--- config.mk ---
export PLATFORM = sky130hd
export DESIGN_NAME = ram_port_arbiter
export DESIGN_NICKNAME = d
export VERILOG_FILES = /design/src/rtl/ram_port_arbiter.sv
export SDC_FILE = /design/constraint.sdc
export NUM_CORES = 1
export LEC_CHECK = 0
export ABC_CLOCK_PERIOD_IN_PS = 4000
export CORE_MARGIN = 2
export CORE_UTILIZATION = 44
export CTS_BUF_LIST = sky130_fd_sc_hd__clkbuf_8
export DETAILED_ROUTE_END_ITERATION = 10
export GPL_TIMING_DRIVEN = 0
export PLACE_DENSITY = 0.91
export RECOVER_POWER = 25
export SLEW_MARGIN = 20
export SYNTH_ARGS = -nofsm -noshare
export SYNTH_HDL_FRONTEND = slang
export SYNTH_SLANG_ARGS = --single-unit
--- constraint.sdc ---
create_clock -name clk -period 4 [get_ports clk]
set_clock_uncertainty 0.05 [all_clocks]
set_input_delay 0.6 -clock clk [delete_from_list [all_inputs] [get_ports clk]]
set_output_delay 0.6 -clock clk [all_outputs]
set_load 0.02 [all_outputs]
--- src/rtl/ram_port_arbiter.sv ---
// rtl/ram_port_arbiter.sv - two-port arbiter for a single-port data RAM (core C, DMA/loader D)
// Core has default priority; a saturating streak counter forces a D grant after MAX_STREAK core wins.
module ram_port_arbiter #(
    parameter int ADDR_WIDTH = 32,
    parameter int DATA_WIDTH = 32,
    parameter int MAX_STREAK = 4
) (
    input  logic                  clk,
    input  logic                  reset_n,
    input  logic                  c_req,
    input  logic                  c_we,
    input  logic [ADDR_WIDTH-1:0] c_addr,
    input  logic [DATA_WIDTH-1:0] c_wdata,
    input  logic [3:0]            c_wmask,
    output logic                  c_gnt,
    output logic                  c_rvalid,
    output logic [DATA_WIDTH-1:0] c_rdata,
    input  logic                  d_req,
    input  logic                  d_we,
    input  logic [ADDR_WIDTH-1:0] d_addr,
    input  logic [DATA_WIDTH-1:0] d_wdata,
    input  logic [3:0]            d_wmask,
    output logic                  d_gnt,
    output logic                  d_rvalid,
    output logic [DATA_WIDTH-1:0] d_rdata,
    output logic                  ram_en,
    output logic [ADDR_WIDTH-1:0] ram_addr,
    output logic [DATA_WIDTH-1:0] ram_wdata,
    output logic [3:0]            ram_wmask,
    input  logic [DATA_WIDTH-1:0] ram_rdata
);

    typedef enum logic [1:0] {IDLE, ISSUE, RESP} state_t;

    localparam logic [3:0] MAX_S = 4'(MAX_STREAK);

    state_t                state_q, state_d;
    logic                  ram_en_q, ram_en_d;
    logic [ADDR_WIDTH-1:0] ram_addr_q, ram_addr_d;
    logic [DATA_WIDTH-1:0] ram_wdata_q, ram_wdata_d;
    logic [3:0]            ram_wmask_q, ram_wmask_d;
    logic                  c_gnt_q, c_gnt_d, d_gnt_q, d_gnt_d;
    logic                  c_rvalid_q, c_rvalid_d, d_rvalid_q, d_rvalid_d;
    logic [DATA_WIDTH-1:0] c_rdata_q, c_rdata_d, d_rdata_q, d_rdata_d;
    logic [3:0]            streak_q, streak_d;
    logic                  owner_d_q, owner_d_d;
    logic                  op_we_q, op_we_d;
    logic                  pick_d, pick_c;

    always_ff @(posedge clk) begin
        if (!reset_n) begin
            state_q     <= IDLE;
            ram_en_q    <= 1'b0;
            ram_addr_q  <= '0;
            ram_wdata_q <= '0;
            ram_wmask_q <= '0;
            c_gnt_q     <= 1'b0;
            d_gnt_q     <= 1'b0;
            c_rvalid_q  <= 1'b0;
            d_rvalid_q  <= 1'b0;
            c_rdata_q   <= '0;
            d_rdata_q   <= '0;
            streak_q    <= '0;
            owner_d_q   <= 1'b0;
            op_we_q     <= 1'b0;
        end else begin
            state_q     <= state_d;
            ram_en_q    <= ram_en_d;
            ram_addr_q  <= ram_addr_d;
            ram_wdata_q <= ram_wdata_d;
            ram_wmask_q <= ram_wmask_d;
            c_gnt_q     <= c_gnt_d;
            d_gnt_q     <= d_gnt_d;
            c_rvalid_q  <= c_rvalid_d;
            d_rvalid_q  <= d_rvalid_d;
            c_rdata_q   <= c_rdata_d;
            d_rdata_q   <= d_rdata_d;
            streak_q    <= streak_d;
            owner_d_q   <= owner_d_d;
            op_we_q     <= op_we_d;
        end
    end

    always_comb begin
        pick_d = d_req & (~c_req | (streak_q == MAX_S));
        pick_c = c_req & ~pick_d;
    end

    always_comb begin
        state_d = state_q;
        case (state_q)
            IDLE:    if (c_req || d_req) state_d = ISSUE;
            ISSUE:   state_d = op_we_q ? IDLE : RESP;
            RESP:    state_d = IDLE;
            default: state_d = IDLE;
        endcase
    end

    always_comb begin
        ram_en_d    = 1'b0;
        ram_addr_d  = ram_addr_q;
        ram_wdata_d = ram_wdata_q;
        ram_wmask_d = ram_wmask_q;
        c_gnt_d     = 1'b0;
        d_gnt_d     = 1'b0;
        c_rvalid_d  = 1'b0;
        d_rvalid_d  = 1'b0;
        c_rdata_d   = c_rdata_q;
        d_rdata_d   = d_rdata_q;
        streak_d    = streak_q;
        owner_d_d   = owner_d_q;
        op_we_d     = op_we_q;
        case (state_q)
            IDLE: begin
                if (pick_d) begin
                    ram_en_d    = 1'b1;
                    ram_addr_d  = d_addr;
                    ram_wdata_d = d_wdata;
                    ram_wmask_d = d_we ? d_wmask : 4'b0;
                    d_gnt_d     = 1'b1;
                    owner_d_d   = 1'b1;
                    op_we_d     = d_we;
                    streak_d    = '0;
                end else if (pick_c) begin
                    ram_en_d    = 1'b1;
                    ram_addr_d  = c_addr;
                    ram_wdata_d = c_wdata;
                    ram_wmask_d = c_we ? c_wmask : 4'b0;
                    c_gnt_d     = 1'b1;
                    owner_d_d   = 1'b0;
                    op_we_d     = c_we;
                    // Only core wins against a waiting DMA count towards the streak
                    if (d_req) streak_d = (streak_q == MAX_S) ? MAX_S : streak_q + 4'd1;
                    else       streak_d = '0;
                end else begin
                    streak_d = '0;
                end
            end
            RESP: begin
                if (owner_d_q) begin
                    d_rdata_d  = ram_rdata;
                    d_rvalid_d = 1'b1;
                end else begin
                    c_rdata_d  = ram_rdata;
                    c_rvalid_d = 1'b1;
                end
            end
            default: ;
        endcase
    end

    assign ram_en    = ram_en_q;
    assign ram_addr  = ram_addr_q;
    assign ram_wdata = ram_wdata_q;
    assign ram_wmask = ram_wmask_q;
    assign c_gnt     = c_gnt_q;
    assign d_gnt     = d_gnt_q;
    assign c_rvalid  = c_rvalid_q;
    assign d_rvalid  = d_rvalid_q;
    assign c_rdata   = c_rdata_q;
    assign d_rdata   = d_rdata_q;

endmodule

Word level (Yosys, flattened, before mapping)
Cells that the tools add are included.
{"block": "totals", "register_bits": 145, "out_inout_bits": 137}
{"block": "op_classes", "addsub": 1, "n_eq_ne": 4, "n_mux": 24, "bitwise_logic": 8, "reduce_logical": 9}
{"operator": "32-bit 2-to-1 mux", "count": 4}
{"operator": "4-bit 2-to-1 mux", "count": 8}
{"operator": "2-bit AND reduction", "count": 5}
{"operator": "1-bit 2-to-1 mux", "count": 9}
{"operator": "1-bit NOT", "count": 5}
{"operator": "4-bit by 1-bit adder with 4-bit output (second input constant)", "count": 1}
{"operator": "4-bit by 3-bit == test with 1-bit output (second input constant)", "count": 1}
{"operator": "2-bit 2-to-1 mux", "count": 2}
{"operator": "2-bit case mux with 2 select lines", "count": 1}
{"operator": "3-bit OR reduction", "count": 1}
{"operator": "1-bit AND", "count": 2}
{"operator": "2-bit by 1-bit == test with 1-bit output (second input constant)", "count": 1}
{"operator": "2-bit == test (second input constant)", "count": 1}
{"operator": "2-bit logical NOT", "count": 1}
{"operator": "2-bit inequality test (second input constant)", "count": 1}
{"operator": "2-bit nonzero test", "count": 1}
{"operator": "1-bit logical OR", "count": 1}
{"operator": "1-bit bitwise OR", "count": 1}

Longest topological paths before layout
{"block": "depth", "ltp_word": 7, "mapped_depth": 7, "depth_no_buf": 5}

Worst setup path after synthesis
No wires, ideal clock.
{"block": "synth_timing", "kind": "input to register", "startpoint": "in d_req", "endpoint": "reg ram_addr_q[17], in the netlist ram_addr[17]", "arrival_ps": 1580, "required_ps": 3828, "slack_ps": 2249, "stages": 6, "path_buffers": 3, "cell_sequence": "buf_6 -> nand4b_2 -> buf_2 -> clkbuf_1 -> a21boi_0 -> o311a_1"}
{"block": "synth_between", "elab_chain_cells": 5}
{"item": "start: declaration", "line": "18", "text": "input logic d_req,"}
{"item": "1-bit AND (*)", "line": "85", "text": "pick_d = d_req & (~c_req | (streak_q == MAX_S));"}
{"item": "1-bit NOT", "line": "86", "text": "pick_c = c_req & ~pick_d;"}
{"item": "1-bit AND", "line": "86"}
{"item": "2-bit nonzero test (no source line)"}
{"item": "2-bit AND reduction (no source line)"}
{"item": "end signal: assignment", "line": "69", "text": "ram_addr_q <= ram_addr_d;"}
{"item": "end: declaration", "line": "39", "text": "logic [ADDR_WIDTH-1:0] ram_addr_q, ram_addr_d;"}
Mark *: on every way between the ends. The rest lies on a longest branch, timed or not.
A chain may end at the register's enable or synchronous reset.

Worst setup path after layout
{"block": "layout_timing", "startpoint": "reg streak_q[0]", "endpoint": "reg ram_wdata_q[16], in the netlist ram_wdata[16]"}
{"block": "layout_between", "elab_chain_cells": 7}
{"item": "start: declaration", "line": "45", "text": "logic [3:0] streak_q, streak_d;"}
{"item": "start signal: assignment", "line": "78", "text": "streak_q <= streak_d;"}
{"item": "4-bit by 3-bit == test with 1-bit output (*)", "line": "85"}
{"item": "1-bit bitwise OR (*)", "line": "85"}
{"item": "1-bit AND (*)", "line": "85"}
{"item": "1-bit NOT", "line": "86"}
{"item": "1-bit AND", "line": "86"}
{"item": "2-bit nonzero test (no source line)"}
{"item": "2-bit AND reduction (no source line)"}
{"item": "end signal: assignment", "line": "70", "text": "ram_wdata_q <= ram_wdata_d;"}
{"item": "end: declaration", "line": "40", "text": "logic [DATA_WIDTH-1:0] ram_wdata_q, ram_wdata_d;"}
Marked as above.

==> results by group <==
Pwr
  • Comb power frac: 24.9%
  • Switching share of power: 29.6%
  • Cell Int Power: 2.64 mW
  • Power per cell area: 360 mW/mm^2
  • Max IR drop VDD: 0.000262 V
  • Total net switching power: 1.11 mW
  • Seq pwr share: 42.6%
  • Pleak: 4.05 nW
  • Pwr Total: 3.75 mW
  • Clk pwr share: 32.5%

Finish
  • Post-route cell area: 0.0104 sq mm
  • Final nets: 1257
  • Synth-to-Final Area Change: 55.5%
  • Layout cells sized above 1: 6.12%
  • Commonest non-fill, non-tap cell in the layout: clkdlybuf4s50_1
  • Commonest non-fill, non-tap cells in the layout: 307 x clkdlybuf4s50_1, 145 x dfxtp_1, 137 x nand2_1
  • Utilization after layout: 69.3%

Synth
  • Yosys cell types: 37
  • Average cell area after synthesis: 8.88 sq um
  • Top post-synthesis cells by area: dfxtp_1 43%, o311a_1 10%, o21bai_1 7.7%
  • Syn nets: 930
  • Post-synth EDFFs: 0
  • Yosys top cell by area: dfxtp_1
  • Sequential fraction of the synthesis area: 43.3%
  • Mapped cell area: 0.00670 sq mm
  • Top cell type's share of synthesized area: 43.3%
  • Ys async rst share: 0%
  • YS warnings: 0
  • Synth Flop Type: dfxtp_1
  • Mapped Cells: 754
  • Synthesized flop and latch total: 145

Timing
  • Worst slew margin: 48.1%
  • Fin. Hold Viols: 0
  • Final WS setup: 1.55 ns
  • RSZ-0062 raised after global routing: false
  • Post-route clock period utilization: 61.3%
  • Crit path time final: 2.45 ns
  • Final setup violation count: 0
  • Fin. max-slew vios: 0
  • Actual slew at the worst max-slew pin: 0.779 ns
  • Fin Setup TNS: 0 ns
  • Maximum clock rate: 408 MHz

Setup path
  • CP bufs+invs: 3
  • Worst Setup Path Type: flop to flop
  • Crit path required time: 4.30 ns
  • Critical-path cell list: inv_1, ha_1, nand4b_2, clkbuf_1, clkbuf_1, a21boi_0, o311a_1
  • CP max stage cell: clkbuf_1
  • CP arrival: 2.75 ns
  • Crit path largest cell delay: 0.60 ns
  • Worst R2R Start: streak_q[0]
  • CP Launch Type: flop
  • CP most frequent cell: clkbuf_1
  • Crit. End Element: flop
  • Max Fanout on Critical Path: 10
  • Crit. Startpoint: streak_q[0]
  • Crit-path leading delay family: buffers and inverters

Drt
  • Pre-Repair DR Iteration Count: 5
  • Per-cell routed wire length: 18.6 microns
  • Vias: 7180
  • Initial drt markers: 447
  • Routed Antenna Nets: 0
  • DRC: 0
  • Drt total wl: 23.9 mm
  • Routed vias/inst: 5.60

Global routing
  • Initial antenna violation count: 1
  • Gr ovfl total: 0
  • Largest net degree at the start of global routing: 17
  • First-pass GRT wire length: 36.6 mm
  • GRT Total Usage: 28.5%
  • Vias in the first global route: 7002

CTS
  • TritonCTS clock tree: built
  • # hold bufs at CTS: 0
  • Post-CTS setup buffers: 0
  • Worst-skew pair later-pin latency: 0.46 ns
  • CTS Buffer Depth: 2
  • TritonCTS Buffers: 17
  • CTS resizes: 0
  • Clock transition at path regs: 0.08 ns
  • Clock sink count: 145
  • H-tree levels: 4
  • Root Buffer: clkbuf_8

Floorplan
  • Ports: 311
  • Die H: 127 microns
  • Die X: 127 microns
  • CORE AREA: 0.0150 sq mm
  • DIE AREA: 0.0162 sq mm
  • Row count: 45
  • Initial Utilization: 44.6%

Flow run
  • Maxcap violations: 0

Placed design
  • DP Area: 0.0100 sq mm
  • I/O Buffers: 308
  • Post-detail-place hpwl: 17.6 mm
  • Gp weighted congestion: 0.868
  • Dpl ws: 1.50 ns

Run status
  • Status: finished clean

Worst hold path
  • Worst Hold Class: flop to flop
  • Hold Crit Start: op_we_q
worst reg2reg max path: stages (launching register included):
cell and delay (ns):
dfxtp_1 0.40, inv_1 0.08, ha_1 0.22, nand4b_2 0.10, clkbuf_1 0.60, clkbuf_1 0.42, a21boi_0 0.17, o311a_1 0.31
path summary, 6_finish.rpt:
path | to | slack [ns] | depth (start not counted)
worst min-delay path | state_q[1] | 0.40 | 1
worst max-delay path | ram_wdata[16] | 1.55 | 7
worst min register to register | state_q[1] | 0.40 | 1
worst max register to register | ram_wdata[16] | 1.55 | 7
area by class of cell:
cell class / instances / area [sq um]
buffer: 85 / 460
multi-input combinational: 521 / 3300
sequential: 145 / 2900
clock inverter: 13 / 151
inverter: 3 / 11.3
fill: 1186 / 4620
timing repair buffer: 308 / 3080
antenna: 1 / 2.50
tap: 188 / 235
clock buffer: 19 / 262
state kept, by name (all words and copies together), names as in the netlist:
register / cells
c_gnt: 1
c_rdata: 32
c_rvalid: 1
d_gnt: 1
d_rdata: 32
d_rvalid: 1
op_we_q: 1
owner_d_q: 1
ram_addr: 32
ram_en: 1
ram_wdata: 32
ram_wmask: 4
state_q: 2
streak_q: 4
routing by layer:
metal / routed length (microns) / up-vias / GRT usage, %
met5: 0 / - / 0
met4: 717 / 0 / 11.8
met3: 2130 / 55 / 8.12
met2: 11900 / 367 / 49.7
met1: 9180 / 3359 / 32.9
li1: - / 3399 / -
power groups by stage:
stage	registers, mW	logic (mW)	clock network, mW
finish	1.60	0.935	1.22
global route	1.61	0.995	1.29
CTS	1.60	0.934	1.23
detailed placement	1.63	0.929	0
global placement	1.63	0.917	0
floorplan	1.74	0.345	0
synthesized netlist by cell type, types with 2 or more instances:
cell / instances
a21boi_1: 26
buf_4: 3
o21bai_1: 69
inv_1: 2
nand3_1: 2
nand4b_1: 2
nand4_1: 3
and4_1: 5
a21boi_0: 43
a31oi_1: 2
buf_2: 15
dfxtp_1: 145
buf_6: 16
nand2_1: 137
o21ai_0: 4
o21a_1: 2
nor2_1: 5
o311a_1: 69
nand3b_1: 2
ha_1: 2
and3_1: 65
clkbuf_1: 50
a21oi_1: 71
per-stage QoR:
step                      hold WS, ns  std cells
after detailed placement        0.388       1250
after global routing            0.424       1282
after global placement          0.382       1250
final                           0.399       1283
after CTS                       0.406       1282
after floorplan                 0.342        754
cell families (layout without fill, tap and decap cells):
group | Yosys count | count (layout) | synth area share, %
compound gates | 288 | 288 | 32.0
fa+ha+maj | 2 | 2 | 0.374
buf+inv | 88 | 428 | 7.19
flops | 145 | 145 | 43.3
other cells | 0 | 1 | 0
simple gates | 231 | 231 | 17.1
Power figures use the tool's default switching activity.
